File: config.mk
export PLATFORM = sky130hd
export DESIGN_NAME = ps2_host_tx
export DESIGN_NICKNAME = d
export VERILOG_FILES = /design/src/rtl/ps2_pkg.sv /design/src/rtl/ps2_line_filter.sv /design/src/rtl/ps2_host_tx.sv
export SDC_FILE = /design/constraint.sdc
export NUM_CORES = 1
export LEC_CHECK = 0
export BUFFER_PORTS_ARGS = -buffer_cell sky130_fd_sc_hd__buf_4
export CORE_ASPECT_RATIO = 1.5
export CORE_MARGIN = 1.5
export CORE_UTILIZATION = 40
export CTS_BUF_LIST = sky130_fd_sc_hd__clkbuf_4 sky130_fd_sc_hd__clkbuf_8 sky130_fd_sc_hd__clkbuf_16
export CTS_CLUSTER_DIAMETER = 60
export DETAILED_ROUTE_END_ITERATION = 8
export GPL_TIMING_DRIVEN = 0
export PLACE_DENSITY_LB_ADDON = 0.25
export SKIP_LAST_GASP = 1
export SLEW_MARGIN = 20
export SYNTH_ARGS = -nofsm -noshare
export SYNTH_HDL_FRONTEND = slang
export SYNTH_SLANG_ARGS = --single-unit
File: constraint.sdc
create_clock -name clk_sys -period 3.1 [get_ports clk_sys]
set_input_delay 0.155 -clock clk_sys [delete_from_list [all_inputs] [get_ports clk_sys]]
set_output_delay 0.155 -clock clk_sys [all_outputs]
set_load 0.05 [all_outputs]
File: src/rtl/ps2_pkg.sv
// Shared PS/2 definitions: transmitter state encoding, error codes and parity helper.
package ps2_pkg;

  typedef enum logic [2:0] {
    IDLE      = 3'd0,
    INHIBIT   = 3'd1,
    REQ       = 3'd2,
    SEND      = 3'd3,
    ACK       = 3'd4,
    WAIT_IDLE = 3'd5
  } ps2_tx_state_t;

  localparam logic [1:0] PS2_ERR_NONE    = 2'd0;
  localparam logic [1:0] PS2_ERR_TIMEOUT = 2'd1;
  localparam logic [1:0] PS2_ERR_NACK    = 2'd2;

  function automatic logic odd_parity(input logic [7:0] data);
    return ~^data;
  endfunction

endpackage

File: src/rtl/ps2_line_filter.sv
// Raw PS/2 line conditioning: 2-flop synchronizer, 4-sample agreement filter, falling-edge strobe.
module ps2_line_filter (
  input  logic clk_sys,
  input  logic reset,
  input  logic line_i,
  output logic level_o,
  output logic fall_o
);

  logic [1:0] sync_q;
  logic [2:0] hist_q;
  logic       level_q;
  logic       level_d;
  logic       fall_q;

  // The newest synchronized sample plus three older ones must all agree before the level moves.
  always_comb begin
    level_d = level_q;
    if (&{hist_q, sync_q[1]}) begin
      level_d = 1'b1;
    end else if (~|{hist_q, sync_q[1]}) begin
      level_d = 1'b0;
    end else begin
      level_d = level_q;
    end
  end

  // Synchronizer, sample history, filtered level and fall strobe registers; idle lines float high.
  always_ff @(posedge clk_sys or posedge reset) begin
    if (reset) begin
      sync_q  <= 2'b11;
      hist_q  <= 3'b111;
      level_q <= 1'b1;
      fall_q  <= 1'b0;
    end else begin
      sync_q  <= {sync_q[0], line_i};
      hist_q  <= {hist_q[1:0], sync_q[1]};
      level_q <= level_d;
      fall_q  <= level_q & ~level_d;
    end
  end

  assign level_o = level_q;
  assign fall_o  = fall_q;

endmodule

File: src/rtl/ps2_host_tx.sv
// Host-to-device PS/2 command transmitter driving open-drain clock/data through pull-low enables.
module ps2_host_tx
  import ps2_pkg::*;
#(
  parameter int unsigned CLK_KHZ     = 28000,
  parameter int unsigned INHIBIT_US  = 120,
  parameter int unsigned START_TO_MS = 15,
  parameter int unsigned EDGE_TO_US  = 2000
) (
  input  logic       clk_sys,
  input  logic       reset,
  input  logic [7:0] tx_data,
  input  logic       tx_valid,
  output logic       tx_ready,
  output logic       tx_active,
  output logic       tx_done,
  output logic       tx_error,
  output logic [1:0] err_code,
  input  logic       ps2_kbd_clk,
  input  logic       ps2_kbd_data,
  output logic       ps2_kbd_clk_oe,
  output logic       ps2_kbd_data_oe
);

  localparam int unsigned INHIBIT_CYC = INHIBIT_US * CLK_KHZ / 1000;
  localparam int unsigned START_CYC   = START_TO_MS * CLK_KHZ;
  localparam int unsigned EDGE_CYC    = EDGE_TO_US * CLK_KHZ / 1000;
  localparam logic [31:0] INHIBIT_LD  = 32'(INHIBIT_CYC - 1);
  localparam logic [31:0] START_LD    = 32'(START_CYC - 1);
  localparam logic [31:0] EDGE_LD     = 32'(EDGE_CYC - 1);
  localparam logic        INHIBIT_ONE = (INHIBIT_CYC <= 32'd1);

  ps2_tx_state_t state_q, state_d;
  logic [31:0]   cnt_q, cnt_d;
  logic [3:0]    bitn_q, bitn_d;
  logic [9:0]    frame_q, frame_d;
  logic          ack_q, ack_d;
  logic [1:0]    err_code_q, err_code_d;
  logic          clk_oe_q, clk_oe_d;
  logic          data_oe_q, data_oe_d;
  logic          tx_done_q, tx_done_d;
  logic          tx_error_q, tx_error_d;
  logic          timeout_s;

  logic clk_level_s, clk_fall_s;
  logic data_level_s, data_fall_unused_s;

  ps2_line_filter u_clk_filter (
    .clk_sys (clk_sys),
    .reset   (reset),
    .line_i  (ps2_kbd_clk),
    .level_o (clk_level_s),
    .fall_o  (clk_fall_s)
  );

  ps2_line_filter u_data_filter (
    .clk_sys (clk_sys),
    .reset   (reset),
    .line_i  (ps2_kbd_data),
    .level_o (data_level_s),
    .fall_o  (data_fall_unused_s)
  );

  // Next-state logic; cnt_q is the inhibit timer in INHIBIT and the watchdog in every later state.
  always_comb begin
    state_d    = state_q;
    cnt_d      = cnt_q;
    bitn_d     = bitn_q;
    frame_d    = frame_q;
    ack_d      = ack_q;
    err_code_d = err_code_q;
    clk_oe_d   = 1'b0;
    data_oe_d  = data_oe_q;
    tx_done_d  = 1'b0;
    tx_error_d = 1'b0;
    timeout_s  = 1'b0;
    case (state_q)
      IDLE: begin
        data_oe_d = 1'b0;
        if (tx_valid) begin
          state_d    = INHIBIT;
          frame_d    = {1'b1, odd_parity(tx_data), tx_data};
          bitn_d     = 4'd0;
          err_code_d = PS2_ERR_NONE;
          cnt_d      = INHIBIT_LD;
          clk_oe_d   = 1'b1;
          data_oe_d  = INHIBIT_ONE;
        end else begin
          state_d = IDLE;
        end
      end
      INHIBIT: begin
        clk_oe_d = 1'b1;
        if (cnt_q == 32'd0) begin
          state_d   = REQ;
          clk_oe_d  = 1'b0;
          data_oe_d = 1'b1;
          cnt_d     = START_LD;
        end else begin
          cnt_d     = cnt_q - 32'd1;
          data_oe_d = (cnt_q == 32'd1) ? 1'b1 : data_oe_q;
        end
      end
      REQ: begin
        if (clk_fall_s) begin
          data_oe_d = ~frame_q[0];
          bitn_d    = 4'd1;
          state_d   = SEND;
          cnt_d     = EDGE_LD;
        end else if (cnt_q == 32'd0) begin
          timeout_s = 1'b1;
        end else begin
          cnt_d = cnt_q - 32'd1;
        end
      end
      SEND: begin
        if (clk_fall_s) begin
          cnt_d = EDGE_LD;
          if (bitn_q == 4'd10) begin
            ack_d     = ~data_level_s;
            data_oe_d = 1'b0;
            state_d   = ACK;
          end else begin
            data_oe_d = ~frame_q[bitn_q];
            bitn_d    = bitn_q + 4'd1;
          end
        end else if (cnt_q == 32'd0) begin
          timeout_s = 1'b1;
        end else begin
          cnt_d = cnt_q - 32'd1;
        end
      end
      ACK: begin
        data_oe_d = 1'b0;
        state_d   = WAIT_IDLE;
        if (clk_fall_s) begin
          cnt_d = EDGE_LD;
        end else if (cnt_q == 32'd0) begin
          timeout_s = 1'b1;
        end else begin
          cnt_d = cnt_q - 32'd1;
        end
      end
      WAIT_IDLE: begin
        data_oe_d = 1'b0;
        // Line release takes precedence over a watchdog expiring in the same cycle.
        if (clk_level_s && data_level_s) begin
          state_d = IDLE;
          if (ack_q) begin
            tx_done_d = 1'b1;
          end else begin
            tx_error_d = 1'b1;
            err_code_d = PS2_ERR_NACK;
          end
        end else if (clk_fall_s) begin
          cnt_d = EDGE_LD;
        end else if (cnt_q == 32'd0) begin
          timeout_s = 1'b1;
        end else begin
          cnt_d = cnt_q - 32'd1;
        end
      end
      default: begin
        state_d   = IDLE;
        data_oe_d = 1'b0;
      end
    endcase
    if (timeout_s) begin
      state_d    = IDLE;
      clk_oe_d   = 1'b0;
      data_oe_d  = 1'b0;
      tx_error_d = 1'b1;
      err_code_d = PS2_ERR_TIMEOUT;
    end else begin
      tx_error_d = tx_error_d;
    end
  end

  // State, frame and output registers; reset releases both lines without any pulse.
  always_ff @(posedge clk_sys or posedge reset) begin
    if (reset) begin
      state_q    <= IDLE;
      cnt_q      <= 32'd0;
      bitn_q     <= 4'd0;
      frame_q    <= 10'd0;
      ack_q      <= 1'b0;
      err_code_q <= PS2_ERR_NONE;
      clk_oe_q   <= 1'b0;
      data_oe_q  <= 1'b0;
      tx_done_q  <= 1'b0;
      tx_error_q <= 1'b0;
    end else begin
      state_q    <= state_d;
      cnt_q      <= cnt_d;
      bitn_q     <= bitn_d;
      frame_q    <= frame_d;
      ack_q      <= ack_d;
      err_code_q <= err_code_d;
      clk_oe_q   <= clk_oe_d;
      data_oe_q  <= data_oe_d;
      tx_done_q  <= tx_done_d;
      tx_error_q <= tx_error_d;
    end
  end

  assign tx_ready        = (state_q == IDLE);
  assign tx_active       = (state_q != IDLE);
  assign tx_done         = tx_done_q;
  assign tx_error        = tx_error_q;
  assign err_code        = err_code_q;
  assign ps2_kbd_clk_oe  = clk_oe_q;
  assign ps2_kbd_data_oe = data_oe_q;

endmodule

# --- Word-level counts from Yosys, hierarchy flattened ---
# Cells that the tools add are included.
# W data, S select, Z words.
word_totals:
  mem_bits_ro: 0
  mem_bits_rw: 0
  out_inout_bits: 8
  inputBits: 13
  register_bits: 69
  memories: 0
  elab_cells: 118
  latch_bits: 0
op_classes:
  muxes: 52
  order_cmp: 1
  n_bitwise: 5
  n_div: 0
  addsub: 2
  eq_ne: 21
  n_shift: 0
  reduce_logical: 20
  n_mul: 0
op_table:
  columns: ["operator", "count"]
  rows:
  - ["$mux W32", 5]
  - ["$pmux W32 S4", 1]
  - ["$eq A32 B1 Y1 const B", 1]
  - ["$logic_not A32 Y1", 1]
  - ["$sub A32 B1 Y32 const B", 1]
  - ["$mux W1", 25]
  - ["$mux W3", 6]
  - ["$pmux W3 S6", 1]
  - ["$mux W4", 4]
  - ["$ne A3 B3 Y1 const B", 4]
  - ["$pmux W4 S3", 1]
  - ["$reduce_and A4 Y1", 3]
  - ["$reduce_and A5 Y1", 2]
  - ["$ne A3 B2 Y1 const B", 3]
  - ["$reduce_and A3 Y1", 3]
  - ["$reduce_bool A3 Y1", 3]
  - ["$mux W2", 4]
  - ["$reduce_or A4 Y1", 2]
  - ["$reduce_xnor A8 Y1", 1]
  - ["$eq A3 B2 Y1 const B", 2]
  - ["$eq A3 B3 Y1 const B", 2]
  - ["$ne A2 B1 Y1 const B", 3]
  - ["$ne A2 B2 Y1 const B", 3]
  - ["$lt A4 B5 Y1 const B", 1]
  - ["other kinds (15)", 19]

# --- Longest topological paths before layout ---
# Gate-level depths: netlist of run 1.
logic_depth:
  depth_word: 7
  depth_mapped: 10

# --- By module ---
# A second synthesis of run 1 with hierarchy kept.
hier_totals:
  cells_unflattened: 400
  hier_area_um2: 3803.6
by_module_without_submodules:
  columns: ["mod", "area_per_inst_um2", "cells_per_inst", "instances"]
  rows:
  - ["ps2_host_tx", 3353.2, 374, 1]
  - ["ps2_line_filter", 225.2, 13, 2]

# --- Worst setup path after synthesis of run 1 ---
# No wires, ideal clock.
synth_timing:
  path_kind: "register to register"
  startpoint: "reg state_q[1]"
  endpoint: "reg frame_q[0]"
  t_required_ps: 2975
  path_stages_with_launch: 6
  path_slack_ps: 343
  arrival_time_ps: 2632
  path_cell_list: "dfrtp_1 -> clkbuf_1 -> nor3_1 -> nand2_1 -> clkbuf_1 -> mux2_2"
synth_via:
  elab_chain_cells: 2
synth_lines:
  columns: ["element", "line_no", "text"]
  rows:
  - ["start: declaration", "ps2_host_tx.sv:33", "ps2_tx_state_t state_q, state_d;"]
  - ["start signal: assignment", "ps2_host_tx.sv:193", "state_q <= state_d;"]
  - ["$logic_not A3 Y1", null, null]
  - ["named net tx_ready", "ps2_host_tx.sv:14", "output logic tx_ready,"]
  - ["$reduce_and A2 Y1 (no line)", null, null]
  - ["end signal: assignment", "ps2_host_tx.sv:196", "frame_q <= frame_d;"]
  - ["end: declaration", "ps2_host_tx.sv:36", "logic [9:0] frame_q, frame_d;"]
# The timed path passes the listed nets, and every way through them passes these cells.
# A chain may end at the register's enable or synchronous reset.

# --- Worst setup path in the final report of run 1 ---
layout_timing:
  startpoint: "reg cnt_q[19]"
  endpoint: "reg data_oe_q, in the netlist ps2_kbd_data_oe"
layout_via:
  elab_chain_cells: 7
  elab_cells_between_ends: 13
  classes_between: "4 x eq/ne; 7 x mux; 2 x reduce/logical"
layout_lines:
  columns: ["element", "line_no", "text"]
  rows:
  - ["start: declaration", "ps2_host_tx.sv:34", "logic [31:0] cnt_q, cnt_d;"]
  - ["start signal: assignment", "ps2_host_tx.sv:194", "cnt_q <= cnt_d;"]
  - ["$logic_not A32 Y1", null, null]
  - ["$mux W1", null, null]
  - ["$mux W1", "ps2_host_tx.sv:105", "if (clk_fall_s) begin"]
  - ["$mux W1", "ps2_host_tx.sv:147", "if (clk_level_s && data_level_s) begin"]
  - ["$pmux W1 S2", "ps2_host_tx.sv:77", "case (state_q)"]
  - ["$ne A4 B4 Y1 (no line) or $ne A3 B2 Y1 (tied branches)", null, null]
  - ["$reduce_and A3 Y1 (no line)", null, null]
  - ["end signal: assignment", "ps2_host_tx.sv:200", "data_oe_q <= data_oe_d;"]
  - ["end: declaration", "ps2_host_tx.sv:40", "logic data_oe_q, data_oe_d;"]
# Several ways; a longest one is shown, not always the timed one.

==> results by stage, run 1 <==
Status:
- The run finished with clean final reports.

Setup path:
- The cell with the largest stage delay on the worst path is sky130_fd_sc_hd__nor4_2.
- STA classifies the critical path startpoint as a flip-flop.
- The cell repeated most along the worst path is sky130_fd_sc_hd__nor4_1.
- Across all register-to-register paths, the minimum setup slack is 0.25 ns.
- Together, buffers and inverters on the worst path number 0.
- At the worst endpoint, the arrival time is 3.07 ns.
- The data required time of the critical path is 3.31 ns.
- Tracing the worst setup path back leads to its startpoint at cnt_q[19]$_DFFE_PP0P_.
- The cell family contributing the most delay on the critical path is simple AND/OR/NAND/NOR gates.
- Of all nets on the critical path, the largest fanout is 10.
- The delay contributed by the slowest stage of the critical path is 0.77 ns.
- Walking the worst path, the cells encountered are nor4_1 -> nand4_1 -> nor4_2 -> nor4_1 -> mux2_2.
- The startpoint of the most critical register-to-register path is cnt_q[19]$_DFFE_PP0P_.
- The worst setup path is captured at a flip-flop.
- The critical path in this run is classified as flip-flop to flip-flop.

STA:
- The final clock skew is 0.0127 ns.
- Setup violations remaining at the end of the flow were counted as 0.
- The final count of hold timing violations is 0.
- The period utilization is 92.0%.
- The pin slew with the least headroom to its limit is ~0.84 ns.
- Timing would allow up to 351 MHz.
- In this run the tightest slew margin relative to its limit is between 40 and 50%.
- The tightest hold margin is approximately 0.07 ns.
- The number of pins exceeding their max-slew limit in the final report is 0.
- The worst path needs between 2 and 3 ns of the cycle, external delays included.
- Setup repair after global routing left no endpoint under its margin.

CTS:
- The clock passes through at most 2 buffers.
- At the later pin of the worst-skew pair, clock insertion delay measures roughly 0.34 ns.
- The number of H-tree levels is 3.
- TritonCTS built the clock tree.
- The root cell of the clock tree is sky130_fd_sc_hd__clkbuf_16.
- The TritonCTS buffer count is 9.
- Clock-pin slew was measured on the worst setup and hold paths at around 0.060 ns.
- The clock drives 69 sinks.

Logic synthesis:
- The cell type contributing the most total cell area after synthesis is sky130_fd_sc_hd__dfrtp_1.
- Counting flops with an async set or reset pin after synthesis yields a share of 100%.
- Synthesis inferred 69 register bits.
- The Yosys step of the flow raised 0 warnings.
- The number of synthesized flops with an enable pin is 0.
- The most common cell in the synthesized netlist is sky130_fd_sc_hd__dfrtp_1.
- The top cell type's share of synthesized area is 37.4%.
- Averaged over all synthesized cells, the footprint is between 9 and 10 um^2.
- After technology mapping, the gate count stands at 390.
- Yosys attributes the largest share of cell area to sky130_fd_sc_hd__dfrtp_1, sky130_fd_sc_hd__dfstp_2, sky130_fd_sc_hd__a21oi_1.
- By count the netlist is led by sky130_fd_sc_hd__dfrtp_1, sky130_fd_sc_hd__a21oi_1, sky130_fd_sc_hd__nand2_1.
- The proportion of synthesized chip area in sequential cells is 45.7%.
- The number of nets produced by synthesis is 410.
- The commonest register cell after synthesis is sky130_fd_sc_hd__dfrtp_1.
- The synthesized cell area is ~0.0038 mm^2.
- Counting distinct cell types in the post-synthesis netlist gives 66.

Placed design:
- At the end of routability-driven placement, the weighted congestion stood at 0.896.
- The HPWL after detailed placement is 6330 um.
- The count of buffers from port buffering is 20.

Die:
- The floorplan step set the die height to 123 um.
- Once the floorplan was initialized, standard cells occupied 41.2% of the core.
- The die covers just over 0.01 mm^2.
- In this run the horizontal extent of the chip is around 83 um.
- 21 I/O pins were placed.
- The region available for standard cell placement spans a little over 0.009 mm^2.
- After floorplanning, the core was divided into between 40 and 50 placement rows.

Drt:
- The number of nets with antenna violations after routing is 0.
- The detailed-route via count is 3241.
- The total length of routed wires is around 9000 um.
- In the routed layout, each cell is associated on average with a via count of 5.98.
- In this run, the number of DRC markers left after iteration 0 of detailed routing was 247.
- The number of iterations in the first detailed-routing pass is 4.
- After detailed routing, the number of remaining DRC violations is 0.
- Dividing the detail-routed wire length by the instance count gives between 15 and 20 um.

Hold path:
- The source of the worst hold timing path is tx_data[2].
- The classification of the worst-slack hold path is primary input to flip-flop.

Finish:
- The area growth from synthesis to final layout is 17.9%.
- In the final design database the tool counted 445 nets.
- The antenna diode count is 0.
- Of the cells placed in the final design, the portion with a size suffix greater than 1 is 21.9%.
- The filler cells instantiated in the layout total 872.

Pwr:
- For this design the ratio of total power to cell area is between 600 and 700 mW/mm^2.
- The post-layout total power is 2.90 mW.
- Across the VDD grid, the largest voltage drop is 449 uV.
- The leakage dissipation is 1.85 nW.

Global route:
- The pin count of the biggest net entering global routing is slightly below 60.
- The global-route wire length before repair is 15400 um.
- The number of global-route vias before repair was ~3100.
- The initial antenna violation count was 0.
- The overall routing resource usage is roughly 20%.
- The total overflow left after global routing is 0.

Run:
- The max capacitance violation total is 0.
## path summary, 6_finish.rpt
path                                                     end  cells past startpoint
setup / recovery                 ps2_kbd_data_oe$_DFFE_PP0P_                      5
hold / removal                        frame_q[2]$_DFFE_PP0P_                      2
setup reg to reg                 ps2_kbd_data_oe$_DFFE_PP0P_                      5
hold reg to reg            u_data_filter.sync_q[1]$_DFF_PP1_                      0
max in group asynchronous   u_clk_filter.sync_q[1]$_DFF_PP1_                      4
min in group asynchronous               cnt_q[2]$_DFFE_PP0P_                      3
## timing repair
action / CTS / global route
pin swaps: 0 / 0
buffers inserted: 0 / 2
endpoints found under the setup margin: 6 / 26
gates resized for setup: 3 / 3
hold buffers: 3 / 0
hold endpoints to repair: 13 / 0
## stage by stage
stage	area, um^2	instances	setup TNS, ns	utilization, %	setup WS [ns]
after floorplan	3810	390	0	-	0.343
after global placement	4100	522	-0.196	44.3	-0.0704
after detailed placement	4130	523	-0.172	44.7	-0.0905
after CTS	4470	542	0	48.3	0.118
after global routing	4500	542	0	48.6	0.0287
final	4500	542	0	48.6	0.248
## worst reg2reg max path: stages, from the launching register on
cell                      delay (ns)
sky130_fd_sc_hd__dfrtp_1        0.43
sky130_fd_sc_hd__nor4_1         0.54
sky130_fd_sc_hd__nand4_1        0.58
sky130_fd_sc_hd__nor4_2         0.77
sky130_fd_sc_hd__nor4_1         0.12
sky130_fd_sc_hd__mux2_2         0.28
## logic make-up after synthesis
logic type | share of synthesized area, %
AO/OA/AOI/OAI | 20.7
XOR/XNOR | 1.84
adder cells (fa/ha/maj) | 2.30
buffers and inverters | 3.41
flip-flops | 45.7
multiplexers | 4.92
AND/OR/NAND/NOR | 21.1
## routing by layer
layer | wire length [um] | part of all wire (%) | global-route usage [%] | vias to the layer above
met5 | 0 | 0 | 0 | -
met4 | 230 | 2.6 | 8.33 | 0
met3 | 308 | 3.4 | 3.87 | 22
met2 | 4580 | 51 | 33.5 | 82
met1 | 3870 | 43 | 24.1 | 1565
li1 | - | - | - | 1572
## layout make-up
type | instances | area [um^2] | area share, %
Sequential cell | 69 | 1740 | 38.7
Clock buffer | 15 | 289 | 6.43
Timing Repair Buffer | 26 | 223 | 4.95
Multi-Input combinational cell | 289 | 1970 | 43.8
Inverter | 12 | 47.5 | 1.06
Buffer | 18 | 78.8 | 1.75
Tap cell | 112 | 140 | 3.12
Clock inverter | 1 | 5.00 | 0.111
## cell usage in the layout (no fill, tap or decap), types with 5 or more instances in the layout
cell / synthesis / final
sky130_fd_sc_hd__dfrtp_1: 57 / 57
sky130_fd_sc_hd__a21oi_1: 34 / 34
sky130_fd_sc_hd__nand2_1: 25 / 25
sky130_fd_sc_hd__nor2_1: 23 / 23
sky130_fd_sc_hd__buf_4: 0 / 22
sky130_fd_sc_hd__o21ai_0: 19 / 19
sky130_fd_sc_hd__or4_1: 12 / 12
sky130_fd_sc_hd__dfstp_2: 12 / 12
sky130_fd_sc_hd__nor3_1: 12 / 11
sky130_fd_sc_hd__inv_1: 12 / 11
sky130_fd_sc_hd__o31ai_1: 12 / 11
sky130_fd_sc_hd__mux2_2: 10 / 10
sky130_fd_sc_hd__clkbuf_16: 0 / 9
sky130_fd_sc_hd__nor4_1: 9 / 8
sky130_fd_sc_hd__buf_2: 8 / 8
sky130_fd_sc_hd__clkbuf_1: 11 / 8
sky130_fd_sc_hd__nand4_1: 7 / 7
sky130_fd_sc_hd__a31oi_1: 7 / 7
sky130_fd_sc_hd__nand3_1: 7 / 7
sky130_fd_sc_hd__ha_1: 7 / 7
sky130_fd_sc_hd__or2_2: 6 / 6
sky130_fd_sc_hd__o22ai_1: 6 / 6
sky130_fd_sc_hd__xnor2_1: 6 / 6
sky130_fd_sc_hd__nor2b_1: 5 / 5
## report_power, final
group	internal, mW	switching (mW)
registers	1.01	0.0727
logic	0.307	0.511
clock network	0.633	0.365
## registers in the layout, indices dropped and copies added (netlist names)
name / count
ack_q: 1
cnt_q: 32
u_clk_filter.fall_o: 1
u_clk_filter.hist_q: 3
tx_done: 1
ps2_kbd_clk_oe: 1
tx_error: 1
u_clk_filter.level_o: 1
u_data_filter.hist_q: 3
u_data_filter.level_o: 1
u_data_filter.sync_q: 2
bitn_q: 4
ps2_kbd_data_oe: 1
err_code: 2
frame_q: 10
u_clk_filter.sync_q: 2
state_q: 3
(Power assumes the default switching activity.)
==> run 2: changes to the inputs <==
--- a/config.mk
+++ b/config.mk
@@ -5,6 +5,7 @@
 export SDC_FILE = /design/constraint.sdc
 export NUM_CORES = 1
 export LEC_CHECK = 0
+export ABC_AREA = 1
 export BUFFER_PORTS_ARGS = -buffer_cell sky130_fd_sc_hd__buf_4
 export CORE_ASPECT_RATIO = 1.5
 export CORE_MARGIN = 1.5
==> results by stage, run 2 <==
Global route:
- The number of global-route vias before repair is 3987 (was 3139).
- The global-route wire length before repair was 18100 um (was 15400 um).
- The overall routing resource usage came to 20.9% (was 19.8%).
- The overall overflow remaining after global route is 0 (unchanged).
- The initial antenna violation count is 0 (unchanged).
- The pin count of the biggest net entering global routing is 53 (was 59).

Placed design:
- The count of buffers from port buffering is 20 (unchanged).
- The worst slack at placement is 0.799 ns (was -0.0905 ns).
- The area after detailed placement is 0.00461 mm^2 (was 0.00413 mm^2).
- The weighted congestion reported at the end of routability-driven placement came to 0.909 (was 0.896).
- The placed wire-length estimate is 8060 um (was 6330 um).

Die:
- The die outline height came to 129 um (was 123 um).
- The die width is 87.2 um (was 82.7 um).
- The total I/O pin count is 21 (unchanged).
- The starting density of the core was 41.5% (was 41.2%).
- The area of the die is 0.0113 mm^2 (was 0.0101 mm^2).
- The placement row count is 45 (was 43).
- The core area is 0.0102 mm^2 (was 0.00925 mm^2).

Logic synthesis:
- The synthesized-area fraction occupied by ao, oa, aoi and oai cells came to 9.27% (was 20.7%).
- The proportion of synthesized flip-flops having asynchronous set or reset is 100% (unchanged).
- The number of unique standard cell types used by synthesis was 38 (was 66).
- The commonest register cell after synthesis is sky130_fd_sc_hd__dfrtp_1 (unchanged).
- The share of synthesized area spent on multiplexers is 0% (was 4.92%).
- The top cell type's share of synthesized area is 33.6% (was 37.4%).
- The xor-xnor portion of the synthesized cell area was 3.30% (was 1.84%).
- The register bit total from synthesis is 69 (unchanged).
- The number of synthesis warnings was 0 (unchanged).
- The dominant combinational cell family by area after synthesis is simple AND/OR/NAND/NOR gates (unchanged).
- The average instance area after synthesis is 7.14 um^2 (was 9.78 um^2).
- The leading cell type by number of instances after synthesis is sky130_fd_sc_hd__nand2_1 (was sky130_fd_sc_hd__dfrtp_1).
- The synthesized cell area is 0.00425 mm^2 (was 0.00381 mm^2).
- The simple-gate area share of the yosys netlist is 35.0% (was 21.1%).
- The number of nets produced by synthesis came to 615 (was 410).
- The gate count after technology mapping came to 595 (was 390).
- The number of synthesized flops with an enable pin was 0 (unchanged).
- The adder-cell share of the synthesized area is 2.06% (was 2.30%).
- Top post-synthesis cells by area: sky130_fd_sc_hd__dfrtp_1, sky130_fd_sc_hd__nand2_1, sky130_fd_sc_hd__inv_1 (was sky130_fd_sc_hd__dfrtp_1, sky130_fd_sc_hd__dfstp_2, sky130_fd_sc_hd__a21oi_1).
- Commonest cells in the netlist: sky130_fd_sc_hd__nand2_1, sky130_fd_sc_hd__inv_1, sky130_fd_sc_hd__nor2_1 (was sky130_fd_sc_hd__dfrtp_1, sky130_fd_sc_hd__a21oi_1, sky130_fd_sc_hd__nand2_1).
- The cell type contributing the most total cell area after synthesis is sky130_fd_sc_hd__dfrtp_1 (unchanged).
- The proportion of synthesized chip area in sequential cells is 41.0% (was 45.7%).

Setup path:
- The cell repeated most along the worst path is sky130_fd_sc_hd__inv_1 (was sky130_fd_sc_hd__nor4_1).
- The cell family contributing the most delay on the critical path is simple AND/OR/NAND/NOR gates (unchanged).
- The startpoint type of the worst setup path is a flip-flop (unchanged).
- The endpoint kind of the worst setup timing path was a flip-flop (unchanged).
- The number of buffer and inverter instances along the worst setup path is 4 (was 0).
- The delay contributed by the slowest stage of the critical path was 0.50 ns (was 0.77 ns).
- Critical-path cell list: inv_1 -> ha_1 -> inv_1 -> nor2_1 -> inv_1 -> nand2_1 -> inv_1 -> nor2_1 -> nand2_1 -> o21ai_0 (was nor4_1 -> nand4_1 -> nor4_2 -> nor4_1 -> mux2_2).
- The maximum fanout along the worst path came to 8 (was 10).
- The cell with the largest stage delay on the worst path is sky130_fd_sc_hd__dfrtp_1 (was sky130_fd_sc_hd__nor4_2).
- The type of the worst setup path is flip-flop to flip-flop (unchanged).
- The worst path arrival time was 2.58 ns (was 3.07 ns).
- The data required time of the critical path came to 3.35 ns (was 3.31 ns).

Finish:
- The fraction of final layout cells sized beyond drive strength 1 was 12.8% (was 21.9%).
- The layout net count came to 650 (was 445).
- The area growth from synthesis to final layout came to 16.8% (was 17.9%).
- Biggest regs: cnt_q: 32 flops, frame_q: 10 flops, bitn_q: 4 flops (unchanged).
- The final cell utilization of the core is 48.4% (was 48.6%).
- Highest-count cells in the layout ignoring fill and taps: sky130_fd_sc_hd__nand2_1, sky130_fd_sc_hd__inv_1, sky130_fd_sc_hd__nor2_1, sky130_fd_sc_hd__dfrtp_1, sky130_fd_sc_hd__nand3_1 (was sky130_fd_sc_hd__dfrtp_1, sky130_fd_sc_hd__a21oi_1, sky130_fd_sc_hd__nand2_1, sky130_fd_sc_hd__nor2_1, sky130_fd_sc_hd__buf_4).
- The final design instance area without fill was 0.00496 mm^2 (was 0.00450 mm^2).
- The largest register by flop count is cnt_q (unchanged).
- The most common library cell in the layout ignoring fill and taps is sky130_fd_sc_hd__nand2_1 (was sky130_fd_sc_hd__dfrtp_1).
- The antenna diode count is 0 (unchanged).
- The number of flip-flops in the largest register is 32 (unchanged).

CTS:
- The clock tree from TritonCTS is done (unchanged).
- The post-CTS resize count came to 0 (was 3).
- The maximum number of buffers from clock root to sink is 2 (unchanged).
- The root cell of the clock tree is sky130_fd_sc_hd__clkbuf_16 (unchanged).
- The clock latency on the worst-skew pair came to 0.34 ns (about the same).
- The number of post-CTS setup repair buffers came to 0 (unchanged).
- The number of H-tree levels is 3 (unchanged).
- The TritonCTS buffer count came to 9 (unchanged).
- The TritonCTS sink count is 69 (unchanged).
- The clock slew at the register clock pins of the worst setup and hold paths is 0.06 ns (about the same).
- The hold buffer count at CTS came to 3 (unchanged).

Drt:
- The routed length per placed instance is 13.8 um (was 16.6 um).
- The first-iteration detailed-routing DRC count came to 206 (was 247).
- The number of iterations in the first detailed-routing pass is 5 (was 4).
- The total length of routed met2 wires is 5630 um (was 4580 um).
- The uppermost signal routing layer after detailed routing was met4 (unchanged).
- The remaining routing DRC violations was 0 (unchanged).
- The total length of routed wires is 10700 um (was 8990 um).
- The routed length on met1 is 4310 um (was 3870 um).
- The vias per cell is 5.09 (was 5.98).
- The routed length on met3 is 374 um (was 308 um).
- The number of nets with antenna violations after routing is 0 (unchanged).
- The detailed-route via count is 3946 (was 3241).

STA:
- The final count of hold timing violations came to 0 (unchanged).
- The sum of negative setup slack is 0 ns (unchanged).
- The maximum clock rate is 429 MHz (was 351 MHz).
- Unrepaired setup endpoints after global routing: false (unchanged).
- The pin slew with the least headroom to its limit was 0.459 ns (was 0.839 ns).
- The final critical delay including setup and external delays is 2.33 ns (was 2.85 ns).
- The relative slew slack is 69.3% (was 44.1%).
- The slack of the critical path came to 0.770 ns (was 0.248 ns).
- The period utilization came to 75.2% (was 92.0%).
- The number of pins exceeding their max-slew limit in the final report is 0 (unchanged).
- The final clock skew came to 0.00738 ns (was 0.0127 ns).
- The final count of negative-setup-slack endpoints is 0 (unchanged).

Pwr:
- The part of the power in the clock network was 42.9% (was 34.4%).
- The share of total power in sequential cells is 42.1% (was 37.4%).
- The net switching fraction of the power came to 29.7% (was 32.7%).
- The portion of total power attributed to combinational logic is 15.0% (was 28.2%).
- The power density of the placed cells came to 524 mW/mm^2 (was 645 mW/mm^2).
- The internal power came to 1.83 mW (was 1.95 mW).
- The largest vdd supply drop is 338 uV (was 449 uV).
- The post-layout total power is 2.60 mW (was 2.90 mW).
- The leakage dissipation is 2.47 nW (was 1.85 nW).
- The switching power was 0.774 mW (was 0.949 mW).

Run:
- The max capacitance violation total is 0 (unchanged).

Hold path:
- The classification of the worst-slack hold path is primary input to flip-flop (unchanged).

Status:
- Status: finished clean (unchanged).
## run 2: cell count changes after synthesis, moves of 11 or more
cell	delta
sky130_fd_sc_hd__nand2_1	+115
sky130_fd_sc_hd__inv_1	+79
sky130_fd_sc_hd__nor2_1	+64
sky130_fd_sc_hd__nand3_1	+48
sky130_fd_sc_hd__o21ai_0	+18
sky130_fd_sc_hd__or4_1	-12
sky130_fd_sc_hd__o31ai_1	-11
## run 2: worst paths after layout
check / end / start / slack, ns / cells past startpoint
worst max register to register: cnt_q[17]$_DFFE_PP0P_ / state_q[2]$_DFFE_PP0P_ / 0.77 / 10
min in group asynchronous: cnt_q[27]$_DFFE_PP0P_ / reset / 0.31 / 3
worst min register to register: u_clk_filter.sync_q[1]$_DFF_PP1_ / u_clk_filter.sync_q[0]$_DFF_PP1_ / 0.36 / 0
worst min-delay path: frame_q[1]$_DFFE_PP0P_ / tx_data[1] / 0.08 / 3
worst max-delay path: cnt_q[17]$_DFFE_PP0P_ / state_q[2]$_DFFE_PP0P_ / 0.77 / 10
max in group asynchronous: u_data_filter.sync_q[1]$_DFF_PP1_ / reset / 2.21 / 4
## run 2: power by group through the flow
stage          registers, mW  logic (mW)  clock network [mW]
5_1_grt                 1.11       0.447                1.17
3_5_place_dp            1.11       0.388                   0
6_report                1.10       0.390                1.12
4_1_cts                 1.09       0.390                1.13
3_3_place_gp            1.10       0.368                   0
2_1_floorplan           1.08       0.306                   0
## run 2: logic make-up after synthesis
group           count (synthesis)
simple gates                  330
buf+inv                       100
compound gates                 73
flops                          69
xor+xnor                       16
fa+ha+maj                       7
## run 2: through the flow
step,instances,hold slack [ns]
floorplan,595,0.159
global placement,756,0.265
detailed placement,757,0.126
CTS,776,0.0744
global route,776,0.0962
finish,776,0.0785
## run 2: final cells by class
cell class                      instances  area, um^2
Multi-Input combinational cell        426        2110
Timing Repair Buffer                   24         208
Clock buffer                           10         250
Buffer                                  8        53.8
Fill cell                            1075        5280
Clock inverter                          6        76.3
Tap cell                              141         176
Inverter                               92         348
Sequential cell                        69        1740
## run 2: per-layer routing
layer | track usage, % | vias up
li1 | - | 1965
met1 | 23.4 | 1853
met2 | 37.3 | 100
met3 | 4.20 | 28
met4 | 10.6 | 0
met5 | 0 | -
## run 2: worst register-to-register path: stages, from the launching register on
cell and delay [ns]:
sky130_fd_sc_hd__dfrtp_1 0.50, sky130_fd_sc_hd__inv_1 0.13, sky130_fd_sc_hd__ha_1 0.40, sky130_fd_sc_hd__inv_1 0.11, sky130_fd_sc_hd__nor2_1 0.37, sky130_fd_sc_hd__inv_1 0.15, sky130_fd_sc_hd__nand2_1 0.20, sky130_fd_sc_hd__inv_1 0.06
sky130_fd_sc_hd__nor2_1 0.17, sky130_fd_sc_hd__nand2_1 0.07, sky130_fd_sc_hd__o21ai_0 0.07
